$ cat config.mk
export PLATFORM = sky130hd
export DESIGN_NAME = muldiv_iter_unit
export DESIGN_NICKNAME = d
export VERILOG_FILES = /design/src/rtl/muldiv_iter_unit.sv
export SDC_FILE = /design/constraint.sdc
export NUM_CORES = 2
export LEC_CHECK = 0
export CORE_ASPECT_RATIO = 0.7
export CORE_MARGIN = 10
export CORE_UTILIZATION = 53
export DETAILED_ROUTE_END_ITERATION = 8
export PLACE_DENSITY_LB_ADDON = 0.2
export SYNTH_ARGS = -nofsm -noshare
export SYNTH_HDL_FRONTEND = slang
export SYNTH_SLANG_ARGS = --single-unit
$ cat constraint.sdc
create_clock -name clk_i -period 11.5 [get_ports clk_i]
set_clock_uncertainty 0.05 [all_clocks]
set_input_delay 2.3 -clock clk_i [delete_from_list [all_inputs] [get_ports clk_i]]
set_output_delay 2.3 -clock clk_i [all_outputs]
set_load 0.03 [all_outputs]
$ cat src/rtl/muldiv_iter_unit.sv
`default_nettype none
// ============================================================================
// Module   : muldiv_iter_unit
// Brief    : Iterative RV32M-style multiply/divide unit with tag pass-through
//            and flush. Multiplication is optionally single-cycle.
// Revision : 1.0
// ============================================================================
module muldiv_iter_unit #(
    parameter int XLEN     = 32,
    parameter int FAST_MUL = 1,
    parameter int TAG_W    = 5
) (
    input  logic             clk_i,
    input  logic             rst_i,
    input  logic             valid_i,
    output logic             ready_o,
    input  logic [2:0]       op_i,
    input  logic [XLEN-1:0]  a_i,
    input  logic [XLEN-1:0]  b_i,
    input  logic [TAG_W-1:0] tag_i,
    input  logic             flush_i,
    output logic             valid_o,
    input  logic             ready_i,
    output logic [XLEN-1:0]  result_o,
    output logic [TAG_W-1:0] tag_o,
    output logic             busy_o
);

    localparam int         CNT_W     = $clog2(XLEN);
    localparam logic [2:0] OP_MUL    = 3'b000;
    localparam logic [2:0] OP_MULH   = 3'b001;
    localparam logic [2:0] OP_MULHSU = 3'b010;
    localparam logic [2:0] OP_MULHU  = 3'b011;
    localparam logic [2:0] OP_DIV    = 3'b100;
    localparam logic [2:0] OP_DIVU   = 3'b101;
    localparam logic [2:0] OP_REM    = 3'b110;
    localparam logic [2:0] OP_REMU   = 3'b111;

    typedef enum logic [1:0] {
        S_IDLE = 2'd0,
        S_CALC = 2'd1,
        S_FIX  = 2'd2,
        S_DONE = 2'd3
    } state_e;

    state_e              state_q, state_d;
    logic [2:0]          op_q, op_d;
    logic [TAG_W-1:0]    tag_q, tag_d;
    logic [CNT_W-1:0]    cnt_q, cnt_d;
    logic [2*XLEN-1:0]   acc_q, acc_d;
    logic [XLEN-1:0]     opd_q, opd_d;
    logic                neg_res_q, neg_res_d;
    logic                neg_rem_q, neg_rem_d;
    logic [XLEN-1:0]     result_q, result_d;
    logic                valid_q, valid_d;

    logic                w_is_div;
    logic                w_a_signed, w_b_signed;
    logic                w_neg_a, w_neg_b;
    logic [XLEN-1:0]     w_mag_a, w_mag_b;
    logic                w_div_zero, w_div_ovf;
    logic [XLEN-1:0]     w_special;
    logic [2*XLEN-1:0]   w_fast_prod;
    logic [XLEN:0]       w_mul_sum;
    logic [2*XLEN-1:0]   w_mul_next;
    logic [XLEN:0]       w_div_rem;
    logic [XLEN-1:0]     w_div_diff;
    logic                w_div_ge;
    logic [2*XLEN-1:0]   w_div_next;
    logic [2*XLEN-1:0]   w_prod_fix;
    logic [XLEN-1:0]     w_quo_fix, w_rem_fix;
    logic [XLEN-1:0]     w_fix_result;

    // Operand decode and magnitude extraction for the incoming request
    assign w_is_div   = op_i[2];
    assign w_a_signed = (op_i != OP_MULHU) && (op_i != OP_DIVU) && (op_i != OP_REMU);
    assign w_b_signed = (op_i == OP_MUL) || (op_i == OP_MULH) ||
                        (op_i == OP_DIV) || (op_i == OP_REM);
    assign w_neg_a    = w_a_signed & a_i[XLEN-1];
    assign w_neg_b    = w_b_signed & b_i[XLEN-1];
    assign w_mag_a    = w_neg_a ? (-a_i) : a_i;
    assign w_mag_b    = w_neg_b ? (-b_i) : b_i;

    assign w_div_zero = (b_i == '0);
    assign w_div_ovf  = ((op_i == OP_DIV) || (op_i == OP_REM)) &&
                        (a_i == {1'b1, {(XLEN-1){1'b0}}}) && (b_i == '1);
    // op bit 1 distinguishes remainder from quotient among divide ops
    assign w_special  = w_div_zero ? (op_i[1] ? a_i : '1)
                                   : (op_i[1] ? '0  : a_i);

    generate
        if (FAST_MUL != 0) begin : g_fast_mul
            assign w_fast_prod = {{XLEN{1'b0}}, w_mag_a} * {{XLEN{1'b0}}, w_mag_b};
        end else begin : g_iter_mul
            assign w_fast_prod = '0;
        end
    endgenerate

    // Shift-add: acc holds {partial high, remaining multiplier bits}
    assign w_mul_sum  = {1'b0, acc_q[2*XLEN-1:XLEN]} + {1'b0, opd_q};
    assign w_mul_next = acc_q[0] ? {w_mul_sum, acc_q[XLEN-1:1]}
                                 : {1'b0, acc_q[2*XLEN-1:1]};

    // Restoring divide: acc holds {remainder, dividend/quotient shift}
    assign w_div_rem  = {acc_q[2*XLEN-1:XLEN], acc_q[XLEN-1]};
    assign w_div_ge   = (w_div_rem >= {1'b0, opd_q});
    assign w_div_diff = w_div_rem[XLEN-1:0] - opd_q;
    assign w_div_next = w_div_ge ? {w_div_diff, acc_q[XLEN-2:0], 1'b1}
                                 : {w_div_rem[XLEN-1:0], acc_q[XLEN-2:0], 1'b0};

    assign w_prod_fix = neg_res_q ? (-acc_q) : acc_q;
    assign w_quo_fix  = neg_res_q ? (-acc_q[XLEN-1:0]) : acc_q[XLEN-1:0];
    assign w_rem_fix  = neg_rem_q ? (-acc_q[2*XLEN-1:XLEN]) : acc_q[2*XLEN-1:XLEN];

    always_comb begin
        w_fix_result = '0;
        case (op_q)
            OP_MUL:                          w_fix_result = w_prod_fix[XLEN-1:0];
            OP_MULH, OP_MULHSU, OP_MULHU:    w_fix_result = w_prod_fix[2*XLEN-1:XLEN];
            OP_DIV, OP_DIVU:                 w_fix_result = w_quo_fix;
            default:                         w_fix_result = w_rem_fix;
        endcase
    end

    assign ready_o = (state_q == S_IDLE) && !flush_i;

    always_comb begin
        state_d   = state_q;
        op_d      = op_q;
        tag_d     = tag_q;
        cnt_d     = cnt_q;
        acc_d     = acc_q;
        opd_d     = opd_q;
        neg_res_d = neg_res_q;
        neg_rem_d = neg_rem_q;
        result_d  = result_q;
        valid_d   = valid_q;

        case (state_q)
            S_IDLE: begin
                if (valid_i && ready_o) begin
                    op_d      = op_i;
                    tag_d     = tag_i;
                    neg_res_d = w_neg_a ^ w_neg_b;
                    neg_rem_d = w_neg_a;
                    cnt_d     = CNT_W'(XLEN-1);
                    if (w_is_div && (w_div_zero || w_div_ovf)) begin
                        result_d = w_special;
                        valid_d  = 1'b1;
                        state_d  = S_DONE;
                    end else if (w_is_div) begin
                        acc_d   = {{XLEN{1'b0}}, w_mag_a};
                        opd_d   = w_mag_b;
                        state_d = S_CALC;
                    end else if (FAST_MUL != 0) begin
                        acc_d   = w_fast_prod;
                        state_d = S_FIX;
                    end else begin
                        acc_d   = {{XLEN{1'b0}}, w_mag_b};
                        opd_d   = w_mag_a;
                        state_d = S_CALC;
                    end
                end
            end
            S_CALC: begin
                acc_d = op_q[2] ? w_div_next : w_mul_next;
                if (cnt_q == '0) begin
                    state_d = S_FIX;
                end else begin
                    cnt_d = cnt_q - 1'b1;
                end
            end
            S_FIX: begin
                result_d = w_fix_result;
                valid_d  = 1'b1;
                state_d  = S_DONE;
            end
            S_DONE: begin
                if (ready_i) begin
                    valid_d = 1'b0;
                    state_d = S_IDLE;
                end
            end
            default: state_d = S_IDLE;
        endcase

        if (flush_i) begin
            valid_d = 1'b0;
            state_d = S_IDLE;
        end
    end

    always_ff @(posedge clk_i) begin
        if (rst_i) begin
            state_q   <= S_IDLE;
            op_q      <= '0;
            tag_q     <= '0;
            cnt_q     <= '0;
            acc_q     <= '0;
            opd_q     <= '0;
            neg_res_q <= 1'b0;
            neg_rem_q <= 1'b0;
            result_q  <= '0;
            valid_q   <= 1'b0;
        end else begin
            state_q   <= state_d;
            op_q      <= op_d;
            tag_q     <= tag_d;
            cnt_q     <= cnt_d;
            acc_q     <= acc_d;
            opd_q     <= opd_d;
            neg_res_q <= neg_res_d;
            neg_rem_q <= neg_rem_d;
            result_q  <= result_d;
            valid_q   <= valid_d;
        end
    end

    assign valid_o  = valid_q;
    assign result_o = result_q;
    assign tag_o    = tag_q;
    assign busy_o   = (state_q != S_IDLE);

endmodule
`default_nettype wire

## Yosys cells after proc, flatten, opt, wreduce, memory -nomap -nowiden

Cells that the tools add are included.

| word-level totals | value |
|---|---|
| bits in registers | 146 |
| word-level logic and storage cells | 110 |
| input bits | 77 |

| cells by class | value |
|---|---|
| reductions and logical operators | 32 |
| bitwise gates (word level) | 4 |
| eq/ne operators | 22 |
| add/subtract/negate cells | 8 |
| order comparisons | 1 |
| multiply operators | 1 |
| mux-type cells | 32 |

Operators with widths:

| cell | count |
|---|---|
| two-way mux 64 bit | 7 |
| two-way mux 32 bit | 9 |
| negation 32 bit | 4 |
| case mux 64 bit (2 select lines) | 1 |
| case mux 32 bit (3 select lines) | 1 |
| equality test 32 bit (second input constant) | 2 |
| multiplier 32 x 32 -> 64 bit | 1 |
| negation 64 bit | 1 |
| case mux 32 bit (2 select lines) | 1 |
| adder 32 x 32 -> 33 bit | 1 |
| greater-or-equal comparator 33 x 32 -> 1 bit | 1 |
| zero test 32 bit | 1 |
| subtractor 32 bit | 1 |
| equality test 3 bit (second input constant) | 4 |
| AND reduction 3 bit | 4 |
| two-way mux 2 bit | 5 |
| two-way mux 5 bit | 2 |
| case mux 5 bit (2 select lines) | 1 |
| inequality test 2 bit (second input constant) | 4 |
| case mux 2 bit (4 select lines) | 1 |
| AND reduction 4 bit | 2 |
| logical AND 1 bit | 7 |
| equality test 3 x 1 -> 1 bit (second input constant) | 2 |
| equality test 3 x 2 -> 1 bit (second input constant) | 2 |
| 21 further kinds | 35 |

## Longest topological paths before layout

| logic depth | value |
|---|---|
| depth after elaboration | 11 |
| gate-level depth with buffers | 36 |
| depth with buffers taken out | 34 |

## Worst setup path after synthesis

Ideal clock, no wire load.

| timing path | value |
|---|---|
| path type | input port to flip-flop |
| start point | input port a_i[7] |
| end point | register acc_q[54] |
| library setup time | 0.091 ns |
| required time | 11.359 ns |
| path slack | -0.152 ns |
| data arrival time | 11.511 ns |
| stages on the path | 29 |
| buffers on the path | 3 |
| path through | clkbuf_1 -> or4_1 -> or3_1 -> nor3_1 -> and3_1 -> a21oi_1 -> xor2_1 -> clkbuf_1 -> nand2_1 -> fa_1 -> fa_1 -> fa_1 -> fa_1 -> inv_1 -> fa_1 -> fa_1 -> fa_1 -> inv_1 -> fa_1 -> inv_1 -> ha_1 -> clkbuf_1 -> nand4_1 -> or2_2 -> a2111oi_0 -> o21ai_0 -> a2111oi_0 -> o21ai_0 -> a311oi_1 |

| between the ends | value |
|---|---|
| cells in the longest elaborated chain, start to end | 7 |

Ends and longest elaborated chain:

| element | line | source |
|---|---|---|
| start: declaration | 18 | `input logic [XLEN-1:0] a_i,` |
| negation 32 bit or equality test 32 bit (tied branches) | 81, 86 |  |
| two-way mux 32 bit or logical AND 1 bit (tied branches) | 81, 85 |  |
| multiplier 32 x 32 -> 64 bit or logical AND 1 bit (tied branches) | 93, 86 |  |
| two-way mux 64 bit or logical OR 1 bit (tied branches) | 151, 147 |  |
| two-way mux 64 bit or logical AND 1 bit (tied branches) | 147 | `if (w_is_div && (w_div_zero \|\| w_div_ovf)) begin` |
| two-way mux 64 bit or inequality test 2 bit (tied branches) | n/a |  |
| case mux 64 bit (2 select lines) or AND reduction 3 bit (tied branches) | n/a |  |
| end signal: assignment | 199 | `acc_q <= '0;` |
| end signal: assignment | 210 | `acc_q <= acc_d;` |
| end: declaration | 50 | `logic [2*XLEN-1:0] acc_q, acc_d;` |

Several ways; a longest one is shown, not always the timed one. The select of a mux whose other input is x is not followed.
A chain may end at the register's enable or synchronous reset.

## Worst setup path after layout

| timing path | value |
|---|---|
| start point | input port b_i[13] |
| end point | register acc_q[54] |

| between the ends | value |
|---|---|
| cells in the longest elaborated chain, start to end | 7 |

Ends and longest elaborated chain:

| element | line | source |
|---|---|---|
| start: declaration | 19 | `input logic [XLEN-1:0] b_i,` |
| negation 32 bit | 82 | `assign w_mag_b = w_neg_b ? (-b_i) : b_i;` |
| two-way mux 32 bit | 82 |  |
| multiplier 32 x 32 -> 64 bit | 93 | `assign w_fast_prod = {{XLEN{1'b0}}, w_mag_a} * {{XLEN{1'b0}}, w_mag_b};` |
| two-way mux 64 bit | 151 | `end else if (w_is_div) begin` |
| two-way mux 64 bit | 147 |  |
| two-way mux 64 bit | 141 | `if (valid_i && ready_o) begin` |
| case mux 64 bit (2 select lines) | 139 | `case (state_q)` |

Several ways; a longest one is shown, not always the timed one. The select of a mux whose other input is x is not followed.

==> out/qor.csv <==
stage;metric;value;unit
status;outcome;completed;
grt;met3 GRT Util;0.114;
placed_design;placer congestion estimate;1.10;
yosys;Top FF cell, synth;dfxtp_1;
setup_path;r2r setup slk;6.30;ns
setup_path;CP Launch Type;input port;
setup_path;WP data arrival;11.64;ns
routing;drt drc;0;
grt;GR peak layer;met2;
timing;Fmax achieved;0.0886;GHz
clock_network;Worst-path clk slew;0.07;ns
yosys;Syn. warnings;0;
clock_network;CTS max path bufs;3;
timing;post-route setup TNS;0;ns
yosys;area leader, netlist;fa_1;
yosys;Seq/Total Area, Yosys;0.0613;
die;Core ar.;88700;um^2
yosys;async set-reset flop share out of synthesis;0;
timing;fin crit share;0.981;
grt;initial antenna violation count;3;
routing;total number of vias;45823;
clock_network;CTS tree;yes;
clock_network;Root Driver;clkbuf_16;
routing;drt first-iter violations;5569;
grt;vias in the first global route;45998;
timing;worst-margin pin slew;1.25;ns
yosys;post-synthesis net count;7261;
grt;GR Overflow Total;0;
setup_path;Setup Crit Path Kind;input port to register;
setup_path;crit-path leading delay family;adder cells;
timing;min cycle time layout;11.28;ns
routing;Routed WL;189000;um
clock_network;cts bufs inserted;25;
routing;Antenna Violating Nets Remaining;0;
final_layout;Final nets;7817;
worst_hold_path;Hold Path Class;register to register;
yosys;post-synthesis cell type count;93;
routing;drt pass-1 iters;6;
grt;met2 usage;0.531;
clock_network;clock tree sinks;146;
yosys;average size of a mapped cell;8.02;um^2
timing;final number of max-transition violations;0;
timing;final setup margin;0.215;ns
setup_path;Worst path max stage delay;0.56;ns
yosys;Seq cells post-synth;146;
timing;Hold Fails Final Rpt;0;
clock_network;H-tree lvl count;4;
setup_path;crit end category;register;
yosys;top-area cell type share of the netlist area;0.377;
clock_network;Worst-Skew Late Latency;0.51;ns
final_layout;Syn-to-layout area delta;20.1;%
yosys;netlist area before placement;47700;um^2
setup_path;cell mode on critical path;fa_1;
routing;vias per cell;5.97;
grt;largest net degree at the start of global routing;85;
setup_path;worst-path fanout max;8;
die;FP Rows;91;
die;Boundary Pins;117;
setup_path;Critical path buffers and inverters;9;
placed_design;pre-CTS worst setup slack;-0.779;ns
yosys;Post-Synthesis Cells;5948;
setup_path;WP data required;11.86;ns
setup_path;Max stage delay cell, worst path;fa_1;
die;Starting Density;0.538;
die;Die X;379;um
grt;first-pass GRT wire length;285000;um
placed_design;hpwl dp;161000;um
yosys;main area contributors after synthesis;fa_1, ha_1, inv_1;
yosys;EDFF count, synth;0;
job;Max-Cap Viols;0;
timing;WHS;0.404;ns
timing;slew margin rel.;0.162;
grt;GR Util All Layers;0.366;
die;die area;103000;um^2
die;Die Span Y;271;um
timing;Finish-stage setup viols;0;
timing;RSZ-0062 raised after global routing;true;
grt;GR Layer Usage met1;0.504;
routing;WL per Instance;24.6;um
placed_design;port bufs;116;
final_layout;layout cells sized above 1;0.150;
==> cell usage after synthesis (16+ instances only) <==
cell type and number:
a211oi_1 108, a21o_1 68, a21oi_1 276, a221oi_1 19, a31oi_1 33, and2_1 21, and3_1 24, buf_2 16
clkbuf_1 342, dfxtp_1 146, fa_1 898, ha_1 338, inv_1 949, maj3_1 20, mux2i_1 48, nand2_1 745
nand3_1 45, nand4_1 50, nor2_1 844, nor3_1 79, nor4_1 19, o211ai_1 46, o21a_1 16, o21ai_0 156
o21bai_1 16, o221ai_1 18, o31ai_1 28, or3_1 28, xnor2_1 161, xor2_1 130
==> final timing paths <==
path | start | to | depth (start not counted)
min | result_o[1]$_SDFFE_PP0P_ | result_o[1]$_SDFFE_PP0P_ | 2
max reg2reg | acc_q[53]$_SDFFE_PP0P_ | acc_q[60]$_SDFFE_PP0P_ | 11
max | b_i[13] | acc_q[54]$_SDFFE_PP0P_ | 34
min reg2reg | result_o[1]$_SDFFE_PP0P_ | result_o[1]$_SDFFE_PP0P_ | 2
==> tightest hold or removal path, stage by stage (launching register included) <==
cell     delay [ns]
dfxtp_1        0.31
nand2_1        0.05
a21oi_1        0.05
==> repair_timing <==
| item | in CTS | in global routing |
|---|---|---|
| hold buffers | 0 | 0 |
| endpoints found under the setup margin | 7 | 31 |
| cloned | 0 | 0 |
| gates resized for setup | 8 | 56 |
| pin swaps | 0 | 10 |
| setup buffers | 0 | 1 |
==> per-stage QoR <==
stage	area (um^2)	cells	util
after global routing	57300	7672	0.646
final	57300	7673	0.646
after CTS	57100	7671	0.644
after floorplan	47700	5948	-
after global placement	56400	7638	0.635
after detailed placement	56400	7638	0.635
==> layout make-up <==
| class | count | area [um^2] |
|---|---|---|
| Antenna cell | 1 | 2.50 |
| Timing Repair Buffer | 902 | 8160 |
| Clock buffer | 28 | 657 |
| Tap cell | 1162 | 1450 |
| Sequential cell | 146 | 2930 |
| Multi-Input combinational cell | 4479 | 40500 |
| Clock inverter | 5 | 30.0 |
| Fill cell | 7717 | 31400 |
| Inverter | 950 | 3570 |
==> cells in the final DEF, fill, tap and decap left out, types with 127 or more instances in the layout <==
master	n
a21oi_1	271
buf_4	697
dfxtp_1	144
fa_1	896
ha_1	334
inv_1	949
nand2_1	745
nor2_1	842
o21ai_0	146
xnor2_1	127
==> kinds of logic (layout without fill, tap and decap cells) <==
kind of cell,after synthesis,in the layout,share of synthesized area
other,0,1,0
and+or+nand+nor,1950,1950,0.172
buffers and inverters,1323,1885,0.105
muxes,57,57,0.0122
DFF,146,146,0.0613
AOI/OAI and AO/OA,924,924,0.127
adders and majority gates,1256,1256,0.470
xor gates and xnor gates,292,292,0.0538
==> routing by layer <==
layer / vias to the layer above / part of all wire
li1: 19976 / -
met1: 22703 / 0.40
met2: 2668 / 0.42
met3: 472 / 0.13
met4: 4 / 0.049
met5: - / 0.00016
==> registers in the layout, indices dropped and copies added, names as in the netlist <==
signal / cells
acc_q: 64
opd_q: 32
result_o: 32
cnt_q: 5
tag_o: 5
op_q: 3
state_q: 2
neg_rem_q: 1
neg_res_q: 1
valid_o: 1
Power is left out: the tool's default activity adds up to more than one toggle a clock period on the data nets, which glitch-free logic cannot reach.
